==> src/rtl/axi_pkg.sv <==
// axi_pkg: shared AXI widths, response codes and the DMA read-state type
package axi_pkg;
    localparam int AXI_IW     = 4;
    localparam int AXI_LW     = 8;
    localparam int AXI_SW     = 3;
    localparam int AXI_BURSTW = 2;
    localparam int AXI_WSTRBW = 16;
    localparam int AXI_BRESPW = 2;
    localparam logic [AXI_BRESPW-1:0] RESP_OKAY   = 2'd0;
    localparam logic [AXI_BRESPW-1:0] RESP_EXOKAY = 2'd1;
    localparam logic [AXI_BRESPW-1:0] RESP_SLVERR = 2'd2;
    localparam logic [AXI_BRESPW-1:0] RESP_DECERR = 2'd3;
    typedef enum logic {IDLE, BURST} dma_state_e;
endpackage

==> src/rtl/dma_cmd_fifo.sv <==
// dma_cmd_fifo: synchronous show-ahead FIFO with full/empty flags
module dma_cmd_fifo #(
    parameter int WIDTH = 9,
    parameter int DEPTH = 4
) (
    input  logic             clk,
    input  logic             reset_n,
    input  logic             push,
    input  logic [WIDTH-1:0] din,
    input  logic             pop,
    output logic [WIDTH-1:0] dout,
    output logic             full,
    output logic             empty
);
    localparam int AW = $clog2(DEPTH);
    logic [WIDTH-1:0] mem [DEPTH];
    logic [AW-1:0] wp, rp;
    logic [AW:0] cnt;
    always_ff @(posedge clk or negedge reset_n)
        if (!reset_n) begin
            wp  <= '0;
            rp  <= '0;
            cnt <= '0;
        end else begin
            if (push) wp <= wp + AW'(1);
            if (pop) rp <= rp + AW'(1);
            cnt <= cnt + (AW+1)'(push) - (AW+1)'(pop);
        end
    always_ff @(posedge clk)
        if (push) mem[wp] <= din;
    assign dout  = mem[rp];
    assign full  = cnt == (AW+1)'(DEPTH);
    assign empty = cnt == '0;
endmodule

==> src/rtl/axi_dma_wdata.sv <==
// axi_dma_wdata: reads DMA bursts from local RAM onto AXI W and tracks B completion
module axi_dma_wdata #(
    parameter int AXI_DW     = 128,
    parameter int RAM_AW     = 20,
    parameter int AXI_LW     = axi_pkg::AXI_LW,
    parameter int AXI_BRESPW = axi_pkg::AXI_BRESPW,
    parameter int AXI_IW     = axi_pkg::AXI_IW,
    parameter int CMDQ_DEPTH = 4
) (
    input  logic                  clk,
    input  logic                  reset_n,
    input  logic                  start,
    input  logic [RAM_AW-1:0]     src_sa,
    input  logic                  cmd_valid,
    output logic                  cmd_ready,
    input  logic [AXI_LW-1:0]     cmd_len,
    input  logic                  cmd_last,
    output logic                  ram_re,
    output logic [RAM_AW-1:0]     ram_a,
    input  logic [AXI_DW-1:0]     ram_q,
    output logic [AXI_DW-1:0]     axi_wdata,
    output logic [AXI_DW/8-1:0]   axi_wstrb,
    output logic                  axi_wlast,
    output logic                  axi_wvalid,
    input  logic                  axi_wready,
    input  logic [AXI_IW-1:0]     axi_bid,
    input  logic [AXI_BRESPW-1:0] axi_bresp,
    input  logic                  axi_bvalid,
    output logic                  axi_bready,
    output logic                  busy,
    output logic                  done,
    output logic                  err
);
    import axi_pkg::*;
    localparam int OW = $clog2(CMDQ_DEPTH) + 3;
    dma_state_e state, state_nx;
    logic [AXI_LW:0] head;
    logic q_full, q_empty, q_pop;
    logic [AXI_LW-1:0] beat_cnt, beat_nx;
    logic last_burst, last_nx, rd, rd_last, rd_fin, re_d, last_d, fin_d;
    logic [RAM_AW-1:0] addr;
    logic [AXI_DW+1:0] ob [2];
    logic hd;
    logic [1:0] ob_cnt;
    logic w_hs, wl_hs, b_hs, room, final_sent, fin_nx, done_c, bid_unused;
    logic signed [OW-1:0] outst, out_nx;

    dma_cmd_fifo #(.WIDTH(AXI_LW+1), .DEPTH(CMDQ_DEPTH)) u_cmdq (
        .clk, .reset_n, .push(cmd_valid && !q_full), .din({cmd_last, cmd_len}),
        .pop(q_pop), .dout(head), .full(q_full), .empty(q_empty)
    );

    assign bid_unused = ^axi_bid;
    assign cmd_ready  = !q_full;
    assign axi_wvalid = ob_cnt != 2'd0;
    assign axi_wdata  = ob[hd][AXI_DW-1:0];
    assign axi_wlast  = ob[hd][AXI_DW];
    assign axi_wstrb  = '1;
    assign axi_bready = busy;
    assign ram_re     = rd;
    assign ram_a      = addr;
    assign w_hs       = axi_wvalid && axi_wready;
    assign wl_hs      = w_hs && axi_wlast;
    assign b_hs       = axi_bvalid && axi_bready;
    // a beat leaving the buffer this cycle frees a slot for the read issued now
    assign room       = ({1'b0, ob_cnt} + {2'b0, re_d}) < (3'd2 + {2'b0, w_hs});
    assign fin_nx     = final_sent || (wl_hs && ob[hd][AXI_DW+1]);
    assign out_nx     = outst + OW'(wl_hs) - OW'(b_hs);
    assign done_c     = busy && fin_nx && out_nx == '0;

    // beat_cnt holds remaining beats minus one, so a max-length burst fits
    always_comb begin
        state_nx = state;
        beat_nx  = beat_cnt;
        last_nx  = last_burst;
        q_pop    = 1'b0;
        rd       = 1'b0;
        rd_last  = 1'b0;
        rd_fin   = 1'b0;
        if (state == IDLE) begin
            if (busy && !q_empty && room) begin
                q_pop    = 1'b1;
                rd       = 1'b1;
                rd_last  = head[AXI_LW-1:0] == '0;
                rd_fin   = rd_last && head[AXI_LW];
                last_nx  = head[AXI_LW];
                beat_nx  = head[AXI_LW-1:0] - AXI_LW'(1);
                state_nx = rd_last ? IDLE : BURST;
            end
        end else if (room) begin
            rd      = 1'b1;
            rd_last = beat_cnt == '0;
            rd_fin  = rd_last && last_burst;
            beat_nx = beat_cnt - AXI_LW'(1);
            if (rd_last) begin
                q_pop    = !q_empty;
                beat_nx  = head[AXI_LW-1:0];
                last_nx  = head[AXI_LW];
                state_nx = q_empty ? IDLE : BURST;
            end
        end
    end

    always_ff @(posedge clk or negedge reset_n)
        if (!reset_n) begin
            state      <= IDLE;
            beat_cnt   <= '0;
            last_burst <= 1'b0;
            re_d       <= 1'b0;
            last_d     <= 1'b0;
            fin_d      <= 1'b0;
            addr       <= '0;
            ob[0]      <= '0;
            ob[1]      <= '0;
            hd         <= 1'b0;
            ob_cnt     <= '0;
            outst      <= '0;
            final_sent <= 1'b0;
            busy       <= 1'b0;
            done       <= 1'b0;
            err        <= 1'b0;
        end else begin
            state      <= state_nx;
            beat_cnt   <= beat_nx;
            last_burst <= last_nx;
            re_d       <= rd;
            last_d     <= rd_last;
            fin_d      <= rd_fin;
            if (start && !busy) addr <= src_sa;
            else if (rd) addr <= addr + RAM_AW'(1);
            if (re_d) ob[hd ^ ob_cnt[0]] <= {fin_d, last_d, ram_q};
            if (w_hs) hd <= ~hd;
            ob_cnt     <= ob_cnt + {1'b0, re_d} - {1'b0, w_hs};
            outst      <= out_nx;
            final_sent <= fin_nx && !done_c;
            done       <= done_c;
            if (start && !busy) busy <= 1'b1;
            else if (done_c) busy <= 1'b0;
            if (start && !busy) err <= 1'b0;
            else if (b_hs && axi_bresp != RESP_OKAY) err <= 1'b1;
        end
endmodule

==> config.mk <==
export PLATFORM = sky130hd
export DESIGN_NAME = axi_dma_wdata
export DESIGN_NICKNAME = d
export VERILOG_FILES = /design/src/rtl/axi_pkg.sv /design/src/rtl/dma_cmd_fifo.sv /design/src/rtl/axi_dma_wdata.sv
export SDC_FILE = /design/constraint.sdc
export NUM_CORES = 1
export LEC_CHECK = 0
export ABC_CLOCK_PERIOD_IN_PS = 3900
export CAP_MARGIN = 20
export CORE_ASPECT_RATIO = 1.2
export CORE_MARGIN = 2
export CORE_UTILIZATION = 51
export CTS_CLUSTER_SIZE = 28
export DETAILED_ROUTE_END_ITERATION = 8
export PLACE_DENSITY = 0.87
export SLEW_MARGIN = 40
export SYNTH_ARGS = -nofsm -noshare
export SYNTH_HDL_FRONTEND = slang
export SYNTH_SLANG_ARGS = --single-unit
==> constraint.sdc <==
create_clock -name clk -period 3.9 [get_ports clk]
set_input_delay 0.585 -clock clk [delete_from_list [all_inputs] [get_ports clk]]
set_output_delay 0.585 -clock clk [all_outputs]
set_load 0.02 [all_outputs]
### Word level (Yosys, flattened, before mapping)

Memory sizes are Yosys's and may differ from the RTL's.
Index checks and enable logic that the tools add are counted.

| word-level totals | value |
|---|---|
| register bits | 312 |
| latch bits | 0 |
| memory bits (writable) | 36 |
| bits in read-only memories | 0 |
| bits of input ports | 169 |
| output and inout port bits | 172 |
| word-level logic and storage cells | 116 |
| memories | 1 |

Memories:

| memory | depth | bits a word | rd ports | clocked after Yosys merged registers in | wr ports | line | source |
|---|---|---|---|---|---|---|---|
| u_cmdq.mem | 4 | 9 | 1 | 0 | 1 | dma_cmd_fifo.sv:16 | `logic [WIDTH-1:0] mem [DEPTH];` |

| cells by class | value |
|---|---|
| add/sub/neg operators | 13 |
| multipliers | 0 |
| div/mod/pow operators | 0 |
| $lt $le $gt $ge | 4 |
| eq/ne operators | 3 |
| shift-type cells | 0 |
| mux-type cells | 40 |
| bitwise operators | 4 |
| reductions and logical operators | 32 |

Operator list:

| cell | number |
|---|---|
| 130-bit two-way mux | 4 |
| 260-bit bitwise mux | 1 |
| 130-bit demux with 1-bit select | 1 |
| 20-bit two-way mux | 2 |
| 8-bit two-way mux | 4 |
| 1-bit two-way mux | 28 |
| 20-bit by 1-bit adder with 20-bit output (second input constant) | 1 |
| 8-bit logical NOT | 2 |
| 8-bit by 1-bit subtractor with 8-bit output (second input constant) | 2 |
| 1-bit logical AND | 15 |
| 2-bit nonzero test | 6 |
| 5-bit by 1-bit adder with 5-bit output | 1 |
| 5-bit logical NOT | 1 |
| 5-bit by 1-bit subtractor with 5-bit output | 1 |
| 2-bit by 1-bit adder with 2-bit output (second input constant) | 2 |
| 2-bit greater-or-equal comparator (second input constant) | 2 |
| 1-bit logical NOT | 4 |
| 2-bit by 1-bit != test with 1-bit output (second input constant) | 2 |
| 1-bit NOT with 2-bit output | 2 |
| 2-bit by 1-bit adder with 3-bit output | 1 |
| 2-bit by 1-bit adder with 3-bit output (first input constant) | 1 |
| 3-bit by 1-bit adder with 3-bit output | 1 |
| 3-bit == test (second input constant) | 1 |
| 3-bit logical NOT | 1 |
| 10 further kinds | 10 |

### Longest topological paths before layout

Gate-level depths: netlist (run 1).

| depth | value |
|---|---|
| depth in word-level cells | 11 |
| depth in mapped cells | 13 |
| gate-level depth less buffers | 12 |

### By module

Synthesis (run 1) repeated with hierarchy kept, for this count alone.

| second synthesis, totals | value |
|---|---|
| cells, all modules | 1126 |
| area total of the unflattened synthesis | 15836.4 um2 |

Modules (own cells, without submodules):

| module | instances | cells an instance | area each (um2) | sequential area each (um2) |
|---|---|---|---|---|
| axi_dma_wdata | 1 | 1045 | 14147.3 | 7632.3 |
| dma_cmd_fifo | 1 | 81 | 1689.1 | 1256.2 |

### Worst setup path before layout (run 1)

OpenSTA, ideal clock, no wires.

| timing | value |
|---|---|
| path kind | flip-flop to flip-flop |
| from | register ob_cnt[0] |
| to | register u_cmdq.cnt[2] |
| setup time | 123 ps |
| arrival | 2752 ps |
| data required time | 3777 ps |
| path slack | 1025 ps |
| stages on the path, launching flop included | 14 |
| path buffers | 1 |
| clock period less this slack | 2875 ps |
| cells stage by stage | dfrtp_1 -> ha_1 -> ha_1 -> nor2_1 -> a21oi_4 -> clkbuf_1 -> nor3_1 -> ha_1 -> inv_1 -> ha_1 -> inv_1 -> fa_1 -> xnor2_1 -> xnor2_1 |

| between the ends | value |
|---|---|
| cells in the longest elaborated chain, start to end | 8 |
| elaborated cells between the ends (all ways) | 10 |
| classes of those cells | add/sub (3); order compare (1); mux (3); reduce/logical (3) |

Ends and longest elaborated chain:

| item | line | source |
|---|---|---|
| from (decl) | axi_dma_wdata.sv:44 | `logic [1:0] ob_cnt;` |
| from (signal assigned) | axi_dma_wdata.sv:133 | `ob_cnt <= ob_cnt + {1'b0, re_d} - {1'b0, w_hs};` |
| 2-bit nonzero test | axi_dma_wdata.sv:55 | `assign axi_wvalid = ob_cnt != 2'd0;` |
| 1-bit logical AND | axi_dma_wdata.sv:62 | `assign w_hs = axi_wvalid && axi_wready;` |
| 2-bit by 1-bit adder with 3-bit output | axi_dma_wdata.sv:66 | `assign room = ({1'b0, ob_cnt} + {2'b0, re_d}) < (3'd2 + {2'b0, w_hs});` |
| 3-bit less-than comparator (*) | axi_dma_wdata.sv:66 |  |
| 1-bit logical AND | axi_dma_wdata.sv:81 | `if (busy && !q_empty && room) begin` |
| 1-bit two-way mux | axi_dma_wdata.sv:81 |  |
| 1-bit two-way mux (*) | axi_dma_wdata.sv:80 | `if (state == IDLE) begin` |
| via q_pop | axi_dma_wdata.sv:38 | `logic q_full, q_empty, q_pop;` |
| 3-bit by 1-bit subtractor with 3-bit output (*) | dma_cmd_fifo.sv:27 | `cnt <= cnt + (AW+1)'(push) - (AW+1)'(pop);` |
| to (signal assigned) | dma_cmd_fifo.sv:27 |  |
| to (decl) | dma_cmd_fifo.sv:18 | `logic [AW:0] cnt;` |

Mark *: on every way through the listed nets, which the timed path passes. The rest lies on a longest branch.
A chain may end at the register's enable or synchronous reset.

### Final worst setup path (run 1)

| timing | value |
|---|---|
| from | register re_d |
| to | output ram_re |

| between the ends | value |
|---|---|
| cells in the longest elaborated chain, start to end | 5 |
| elaborated cells between the ends (all ways) | 6 |
| classes of those cells | add/sub (1); order compare (1); mux (3); reduce/logical (1) |

Ends and longest elaborated chain:

| item | line | source |
|---|---|---|
| from (decl) | axi_dma_wdata.sv:40 | `logic last_burst, last_nx, rd, rd_last, rd_fin, re_d, last_d, fin_d;` |
| from (signal assigned) | axi_dma_wdata.sv:126 | `re_d <= rd;` |
| 2-bit by 1-bit adder with 3-bit output (*) | axi_dma_wdata.sv:66 |  |
| 3-bit less-than comparator (*) | axi_dma_wdata.sv:66 |  |
| 1-bit logical AND | axi_dma_wdata.sv:81 |  |
| 1-bit two-way mux | axi_dma_wdata.sv:81 |  |
| 1-bit two-way mux (*) | axi_dma_wdata.sv:80 |  |
| to (decl) | axi_dma_wdata.sv:18 | `output logic ram_re,` |

Every way passes the cells marked *; elsewhere a longest branch is shown, timed or not.

==> results.toml, run 1 <==
[power]
pwr-share-clk_pct = 16.3
p_leak_nw = 8.39
p_total_mw = 20.7
switchingPower_mw = 7.44
combPwrFrac_pct = 53.0
power.internal_mw = 13.2
p_per_area_nw_per_um2 = 1010
power.share.switching_pct = 36.0
ir_drop_uv = 562
seq_power_share_pct = 30.7

[layout]
final_area_um2 = 20500
syn_to_final_growth_pct = 31.0
register_area_um2 = 8890
final_cell_mix = "391 x mux2_2, 319 x clkdlybuf4s50_1, 311 x dfrtp_1"
drive_gt1_share_pct = 33.9
fill_cells = 2117
finalNetCount = 1614
final_common_cell = "mux2_2"
multi_input_area_um2 = 6400
fin_util_pct = 67.6

[routing]
wl_per_cell_um = 19.7
drc = 0
ant_nets = 0
vias = 10223
first_pass_iters = 6
routed_via_density = 5.53
drt-initial-drc-count = 522
finalWirelength_mm = 36.5

[timing]
finalMaxSlewViolations = 0
fin_skew_ps = 20.1
max_freq_mhz = 277
rsz0062_at_grt = "false"
finalCritPeriodShare_pct = 92.7
setup_violations = 0
fin_crit_ps = 3620
worst_pin_slew_ps = 764
relSlewSlack_pct = 49.1
setup_tns_ps = 0
hold_violations = 0

[clocking]
numCtsBuffers = 36
h-tree-depth = 2
path_clk_slew_ps = 70
ctsLongestPathBuffers = 3
cts_resized = 0
clkLatencyLatePin_ps = 530
cts_tree = "yes"
cts_root_buf = "clkbuf_16"
clock-sinks = 348

[die]
die_x_um = 164
num_rows = 70
start_util_pct = 51.6
die_y_um = 196
coreArea_um2 = 30400
die_area_um2 = 32200
pin_count = 341

[worst_setup_path]
cp-start-kind = "flop"
path_class = "reg -> out"
crit_required_ps = 3310
end_kind = "output pin"
critPathMaxFanout = 6
worstPathArrival_ps = 3030

[logic_synthesis]
synth.cell_area_um2 = 15700
syn_inst = 1102
synthArstFlopShare_pct = 89.7
avgSynthCellArea_um2 = 14.2
ys_ff_latch = 348
synth_ff_type = "dfrtp_1"
yosys_warnings = 0
synth-seq-area-share_pct = 56.7
netlist-cell-type-count = 56
synth_edf_count = 36

[grt]
grt_use_total_pct = 22.6
grt_pass1_wl_mm = 57.6
grt-ovfl-total = 0
grt_pass1_vias = 11028
antenna_found_initial = 3
grt_max_degree = 132

[hold_path]
min_path_type = "reg -> reg"

[status]
status = "completed"

[place]
place_congestion = 0.845
placed_cell_area_um2 = 19300
port_buffers = 320
hpwlAfterDp_mm = 24.8

[job]
max-cap-violations = 0
[path summary, 6_finish.rpt]
path | startpoint | end | slack, ps | depth (start not counted)
worst max-delay path | re_d$_DFF_PN0_ | ram_re | 280 | 7
worst min-delay path | err$_DFFE_PN0P_ | err$_DFFE_PN0P_ | 480 | 2
worst max register to register | beat_cnt[0]$_DFFE_PN0P_ | u_cmdq.cnt[2]$_DFF_PN0_ | 560 | 12
worst min register to register | err$_DFFE_PN0P_ | err$_DFFE_PN0P_ | 480 | 2
max in group asynchronous | reset_n | hd$_DFFE_PN0P_ | 2140 | 5
min in group asynchronous | reset_n | ob[62]$_DFFE_PN0P_ | 530 | 2
[synthesized netlist by cell type (5+ instances only)]
cell type	count	area share, %
clkbuf_1	31	0.74
buf_4	17	0.81
nand3_1	8	0.26
or4_1	5	0.24
inv_1	27	0.65
nand2_1	32	0.77
xnor2_1	27	1.5
nor3_1	9	0.29
o211ai_1	5	0.24
mux2_2	391	28
buf_2	18	0.57
dfrtp_1	312	50
a21oi_1	11	0.35
a31oi_1	10	0.40
nor4_1	11	0.44
ha_1	19	1.5
mux4_2	9	1.3
and2_1	5	0.20
nor2_1	30	0.72
o21ai_0	19	0.61
and3_1	7	0.28
or3_1	7	0.28
edfxtp_1	36	6.9
[critical path, cell delays in order, from the launching register on]
cell             delay [ps]
dfrtp_1                 460
ha_1                    240
ha_1                    270
nor2_1                  230
a21o_1                  190
o21ai_0                 280
inv_1                   200
clkdlybuf4s50_1         630
[power groups by stage]
stage / combinational (mW) / clock (mW) / sequential [mW]
finish: 11.0 / 3.36 / 6.35
global route: 11.7 / 3.59 / 6.55
CTS: 11.1 / 3.44 / 6.35
detailed placement: 11.0 / 0 / 6.40
global placement: 10.8 / 0 / 6.22
floorplan: 7.27 / 0 / 6.10
[metrics by stage]
step / instances / setup slack, ps / hold WS (ps)
3_3_place_gp: 1780 / 527 / 456
5_1_grt: 1850 / 101 / 498
6_report: 1850 / 284 / 478
2_1_floorplan: 1117 / 1020 / 289
3_5_place_dp: 1780 / 445 / 465
4_1_cts: 1845 / 269 / 120
[sequential cells by signal, indices dropped and copies added (netlist names), 2 cells and up]
| register | cells |
|---|---|
| beat_cnt | 8 |
| ob | 260 |
| ob_cnt | 2 |
| outst | 5 |
| ram_a | 20 |
| u_cmdq.cnt | 3 |
| u_cmdq.mem | 36 |
| u_cmdq.rp | 2 |
| u_cmdq.wp | 2 |
[area by class of cell]
cell class	count	share of cell area, %
Timing Repair Buffer	340	16.9
Sequential cell	348	43.3
Multi-Input combinational cell	671	31.2
Antenna cell	3	0.0366
Clock inverter	21	0.829
Clock buffer	44	4.83
Inverter	27	0.494
Tap cell	396	2.41
[kinds of logic after synthesis]
| kind of cell | synth area share (%) |
|---|---|
| muxes | 29.6 |
| other | 0.0239 |
| buffers and inverters | 2.95 |
| xor gates and xnor gates | 1.73 |
| AOI/OAI and AO/OA | 2.95 |
| DFF | 56.7 |
| and+or+nand+nor | 4.31 |
| adders and majority gates | 1.77 |
[timing repair]
item                                    CTS  global route
buffers inserted                          0             0
hold buffers                              0             1
endpoints found under the hold margin     0            36
endpoints found under the setup margin    0             0
[per-layer routing]
metal  global-route usage, %  part of all wire (%)
met1                    25.2                    36
met2                    40.5                    53
met3                    4.84                   5.9
met4                    11.1                   5.1
met5                       0                     0
(Power assumes the default switching activity.)
==> run 2: changes to the inputs <==
CORE_MARGIN = default   (was 2)
PLACE_DENSITY = 0.85   (was 0.87)
==> results.toml, run 2 (synthesized netlist as in run 1, its figures left out) <==
[status]
status = "completed"

[layout]
fill_cells = 2122
final_area_um2 = 20600
syn_to_final_growth_pct = 31.2
drive_gt1_share_pct = 33.7
final_cell_mix = "391 x mux2_2, 319 x clkdlybuf4s50_1, 311 x dfrtp_1"
final_common_cell = "mux2_2"
fin_util_pct = 68.7
largest_reg_flops = 260
top_register = "ob"
finalNetCount = 1613

[die]
num_rows = 69
pin_count = 341
die_area_um2 = 31400
die_x_um = 162
die_y_um = 194
coreArea_um2 = 30000
start_util_pct = 52.3

[job]
max-cap-violations = 0

[clocking]
numCtsBuffers = 36
ctsLongestPathBuffers = 3
cts_root_buf = "clkbuf_16"
path_clk_slew_ps = 60
cts_tree = "yes"
clock-sinks = 348
clkLatencyLatePin_ps = 520
h-tree-depth = 2

[worst_setup_path]
rr_worst_depth = 12
crit_end = "ram_re"
path_class = "reg -> out"
r2r_end = "u_cmdq.cnt[2]$_DFF_PN0_"
worstPathArrival_ps = 3040
rrSetupSlack_ps = 540
critPathMaxFanout = 6
crit_required_ps = 3310
end_kind = "output pin"
cp-start-kind = "flop"
r2r-start = "beat_cnt[0]$_DFFE_PN0P_"
startpoint = "re_d$_DFF_PN0_"

[place]
port_buffers = 320
hpwlAfterDp_mm = 25.0
placed_cell_area_um2 = 19300
place_congestion = 0.828

[grt]
grt_pass1_vias = 10969
grt-ovfl-total = 0
grt_max_degree = 121
antenna_found_initial = 7
grt_use_total_pct = 23.3
grt_pass1_wl_mm = 58.0

[routing]
finalWirelength_mm = 36.2
drc = 0
wl_per_cell_um = 19.6
drt-initial-drc-count = 425
vias = 10146
ant_nets = 0
first_pass_iters = 5
routed_via_density = 5.50

[timing]
fin_skew_ps = 14.6
max_freq_mhz = 276
finalMaxSlewViolations = 0
fin_crit_ps = 3620
rsz0062_at_grt = "false"
worst_pin_slew_ps = 743
hold_violations = 0
setup_violations = 0
setup_tns_ps = 0
relSlewSlack_pct = 50.5
finalCritPeriodShare_pct = 92.9

[hold_path]
min_path_type = "reg -> reg"

[power]
ir_drop_uv = 557
p_leak_nw = 8.41
p_per_area_nw_per_um2 = 1010
==> run 2: cell types whose count changed in the layout (fill, tap and decap cells not counted), moves of 2 or more <==
cell,before,now
clkinv_2,9,6
bufinv_16,2,4
clkinvlp_4,3,1
diode_2,3,6
clkbuf_8,4,6
clkbuf_1,3,5
==> run 2: timing repair <==
item | 4_1_cts | 5_1_grt
gates resized for setup | 0 | 0
hold buffers | 1 | 0
setup buffers | 0 | 0
hold endpoints to repair | 13 | 0
==> run 2: worst max-delay path: stages, from the launching register on <==
cell and delay [ps]:
dfrtp_1 470, ha_1 240, ha_1 270, nor2_1 220
a21o_1 200, o21ai_0 290, inv_1 200, clkdlybuf4s50_1 630
==> run 2: metal layers <==
layer / GRT usage, % / share of wire, % / up-vias
met2: 41.8 / 52 / 309
met5: 0 / 0.044 / -
met1: 26.6 / 38 / 5144
met4: 10.1 / 4.0 / 2
li1: - / - / 4608
met3: 4.56 / 5.3 / 83
==> run 2: metrics by stage <==
stage / cells / setup WS [ps] / hold slack, ps / power (mW)
after floorplan: 1117 / 1020 / 289 / 13.4
after global placement: 1773 / 471 / 453 / 17.0
after detailed placement: 1774 / 300 / 460 / 17.4
after CTS: 1839 / 258 / 473 / 21.0
after global routing: 1845 / 168 / 493 / 22.0
final: 1845 / 275 / 468 / 20.8
==> run 2: cell type report <==
| type | instances | area, um2 | area share [%] |
|---|---|---|---|
| clock buffers | 48 | 1030 | 4.99 |
| well taps | 390 | 488 | 2.37 |
| multi-input cells | 671 | 6400 | 31.1 |
| diodes | 6 | 15.0 | 0.0730 |
| flip-flops and latches | 348 | 8890 | 43.2 |
| repair buffers | 339 | 3460 | 16.8 |
| inverters | 27 | 101 | 0.493 |
| clock inverters | 16 | 186 | 0.906 |
==> run 2: worst min-delay path by stage <==
stage,start,endpoint,slack (ps),depth (start not counted)
6_report,err$_DFFE_PN0P_,err$_DFFE_PN0P_,470,2
5_1_grt,err$_DFFE_PN0P_,err$_DFFE_PN0P_,490,2
4_1_cts,err$_DFFE_PN0P_,err$_DFFE_PN0P_,470,2
3_5_place_dp,err$_DFFE_PN0P_,err$_DFFE_PN0P_,460,2
3_3_place_gp,err$_DFFE_PN0P_,err$_DFFE_PN0P_,450,2
2_1_floorplan,reset_n,axi_bready$_DFFE_PN0P_,290,0
==> run 2: where the power goes <==
part           leakage, nW  internal [mW]  total [mW]  switching [mW]
Combinational         3.83           5.91        11.0            5.05
Sequential            3.98           5.40        6.36           0.956
Clock                0.599           2.12        3.51            1.39
==> run 3: changes to the inputs <==
GPL_TIMING_DRIVEN = 0   (was default)
==> results.toml, run 3 (synthesized netlist as in run 1, its figures left out) <==
[status]
status = "completed"

[clocking]
cts_root_buf = "clkbuf_16"
cts_tree = "yes"
h-tree-depth = 2
numCtsBuffers = 37
ctsLongestPathBuffers = 3
clkLatencyLatePin_ps = 510
path_clk_slew_ps = 60
clock-sinks = 348

[die]
num_rows = 69
coreArea_um2 = 30000
start_util_pct = 52.3
pin_count = 341
die_y_um = 194
die_x_um = 162
die_area_um2 = 31400

[worst_setup_path]
cp-start-kind = "flop"
cp_common_cell = "clkbuf_1"
r2r-start = "ob_cnt[0]$_DFF_PN0_"
worstPathArrival_ps = 3040
rr_worst_depth = 13
crit_required_ps = 3310
cp_slowest_cell = "clkdlybuf4s50_1"
cp_top_family = "buffers and inverters"
max_stage_delay_ps = 600
path_class = "reg -> out"
critPathMaxFanout = 10
cp_cell_sequence = "clkbuf_1, clkbuf_2, clkbuf_1, mux2_2, clkdlybuf4s50_1"
r2r_end = "u_cmdq.cnt[2]$_DFF_PN0_"
end_kind = "output pin"
rrSetupSlack_ps = 680
critPathBufInv = 4

[grt]
grt_pass1_wl_mm = 60.1
grt_pass1_vias = 11219
grt-ovfl-total = 0
antenna_found_initial = 6
grt_max_degree = 78
grt_use_total_pct = 24.4

[layout]
final_cell_mix = "391 x mux2_2, 318 x clkdlybuf4s50_1, 312 x dfrtp_1"
finalNetCount = 1671
drive_gt1_share_pct = 33.5
fill_cells = 2088
largest_reg_flops = 260
syn_to_final_growth_pct = 32.5
top_register = "ob"
final_common_cell = "mux2_2"
final_cells = 1897

[job]
max-cap-violations = 0

[timing]
finalMaxSlewViolations = 0
finalCritPeriodShare_pct = 93.0
fin_crit_ps = 3630
fin_skew_ps = 8.51
setup_violations = 0
hold_violations = 0
worst_pin_slew_ps = 796
relSlewSlack_pct = 46.9
rsz0062_at_grt = "false"
max_freq_mhz = 276

[hold_path]
worstHoldStart = "err$_DFFE_PN0P_"
hold_end = "err$_DFFE_PN0P_"
min_path_type = "reg -> reg"
hold_path_depth = 2

[power]
p_leak_nw = 8.51
p_per_area_nw_per_um2 = 1010
ir_drop_uv = 669
p_total_mw = 20.9

[routing]
drt-initial-drc-count = 689
finalWirelength_mm = 37.7
ant_nets = 0
drc = 0
first_pass_iters = 5
vias = 10301
routed_via_density = 5.43
wl_per_cell_um = 19.9

[place]
hpwlAfterDp_mm = 27.1
place_congestion = 0.840
port_buffers = 320
dp.cells = 1831
## run 3: cell count changes in the layout (fill, tap and decap cells not counted), moves of 3 or more
cell      before  now
clkbuf_8       6    3
buf_12         7    0
buf_16         1    4
clkbuf_1       5   36
buf_1          0    4
buf_2          0   18
buf_4         10   17
## run 3: layout make-up
| cell class | count | area, um2 | share of cell area (%) |
|---|---|---|---|
| Inverter | 27 | 101 | 0.488 |
| Sequential cell | 348 | 8890 | 42.8 |
| Antenna cell | 5 | 12.5 | 0.0602 |
| Buffer | 71 | 363 | 1.75 |
| Clock buffer | 47 | 993 | 4.78 |
| Tap cell | 390 | 488 | 2.35 |
| Multi-Input combinational cell | 671 | 6380 | 30.7 |
| Clock inverter | 13 | 218 | 1.05 |
| Timing Repair Buffer | 325 | 3330 | 16.0 |
## run 3: repair_timing
item | in CTS | in global routing
gates resized for setup | 3 | 0
hold endpoints to repair | 25 | 0
setup buffers | 0 | 0
hold buffers | 1 | 0
endpoints found under the setup margin | 57 | 0
## run 3: per-layer routing
layer | up-vias | global-route usage (%) | share of wire (%)
li1 | 4694 | - | -
met1 | 5201 | 27.9 | 38
met2 | 300 | 43.5 | 52
met3 | 104 | 4.77 | 5.0
met4 | 2 | 11.7 | 4.6
met5 | - | 0 | 0.029
## run 3: power breakdown
part	switching [mW]	internal [mW]
clock network	1.38	2.19
logic	5.25	5.85
registers	0.873	5.40
total	7.50	13.4
## run 3: worst max-delay path by stage
| stage | startpoint | slack [ps] | endpoint | cells after the start |
|---|---|---|---|---|
| 4_1_cts | hd$_DFFE_PN0P_ | 220 | axi_wdata[56] | 5 |
| 3_5_place_dp | axi_bvalid | 240 | axi_bready$_DFFE_PN0P_ | 11 |
| 2_1_floorplan | ob_cnt[0]$_DFF_PN0_ | 1020 | u_cmdq.cnt[2]$_DFF_PN0_ | 13 |
| 5_1_grt | ob_cnt[0]$_DFF_PN0_ | 130 | ram_re | 8 |
| 3_3_place_gp | reset_n | -10870 | ram_a[5]$_DFFE_PN0P_ | 1 |
| 6_report | hd$_DFFE_PN0P_ | 270 | axi_wdata[76] | 5 |
## run 3: worst reg2reg max path: stages, from the launching register on
cell and delay [ps]:
dfrtp_1 450, ha_1 220, ha_1 270, nor2_1 220, a21oi_4 100, clkbuf_1 260
nor3_1 410, ha_1 310, inv_1 60, ha_1 130, inv_1 40, fa_1 370
xnor2_1 140, xnor2_1 130
## run 3: stage by stage
stage	worst slack (ps)	hold slack [ps]	util, %	setup TNS (ps)	cell area [um2]
2_1_floorplan	1020	289	-	0	15700
3_3_place_gp	-10870	454	64.8	-3379600	19400
3_5_place_dp	240	454	65.2	0	19500
4_1_cts	216	496	69.3	0	20800
5_1_grt	125	504	69.3	0	20800
6_report	272	491	69.3	0	20800
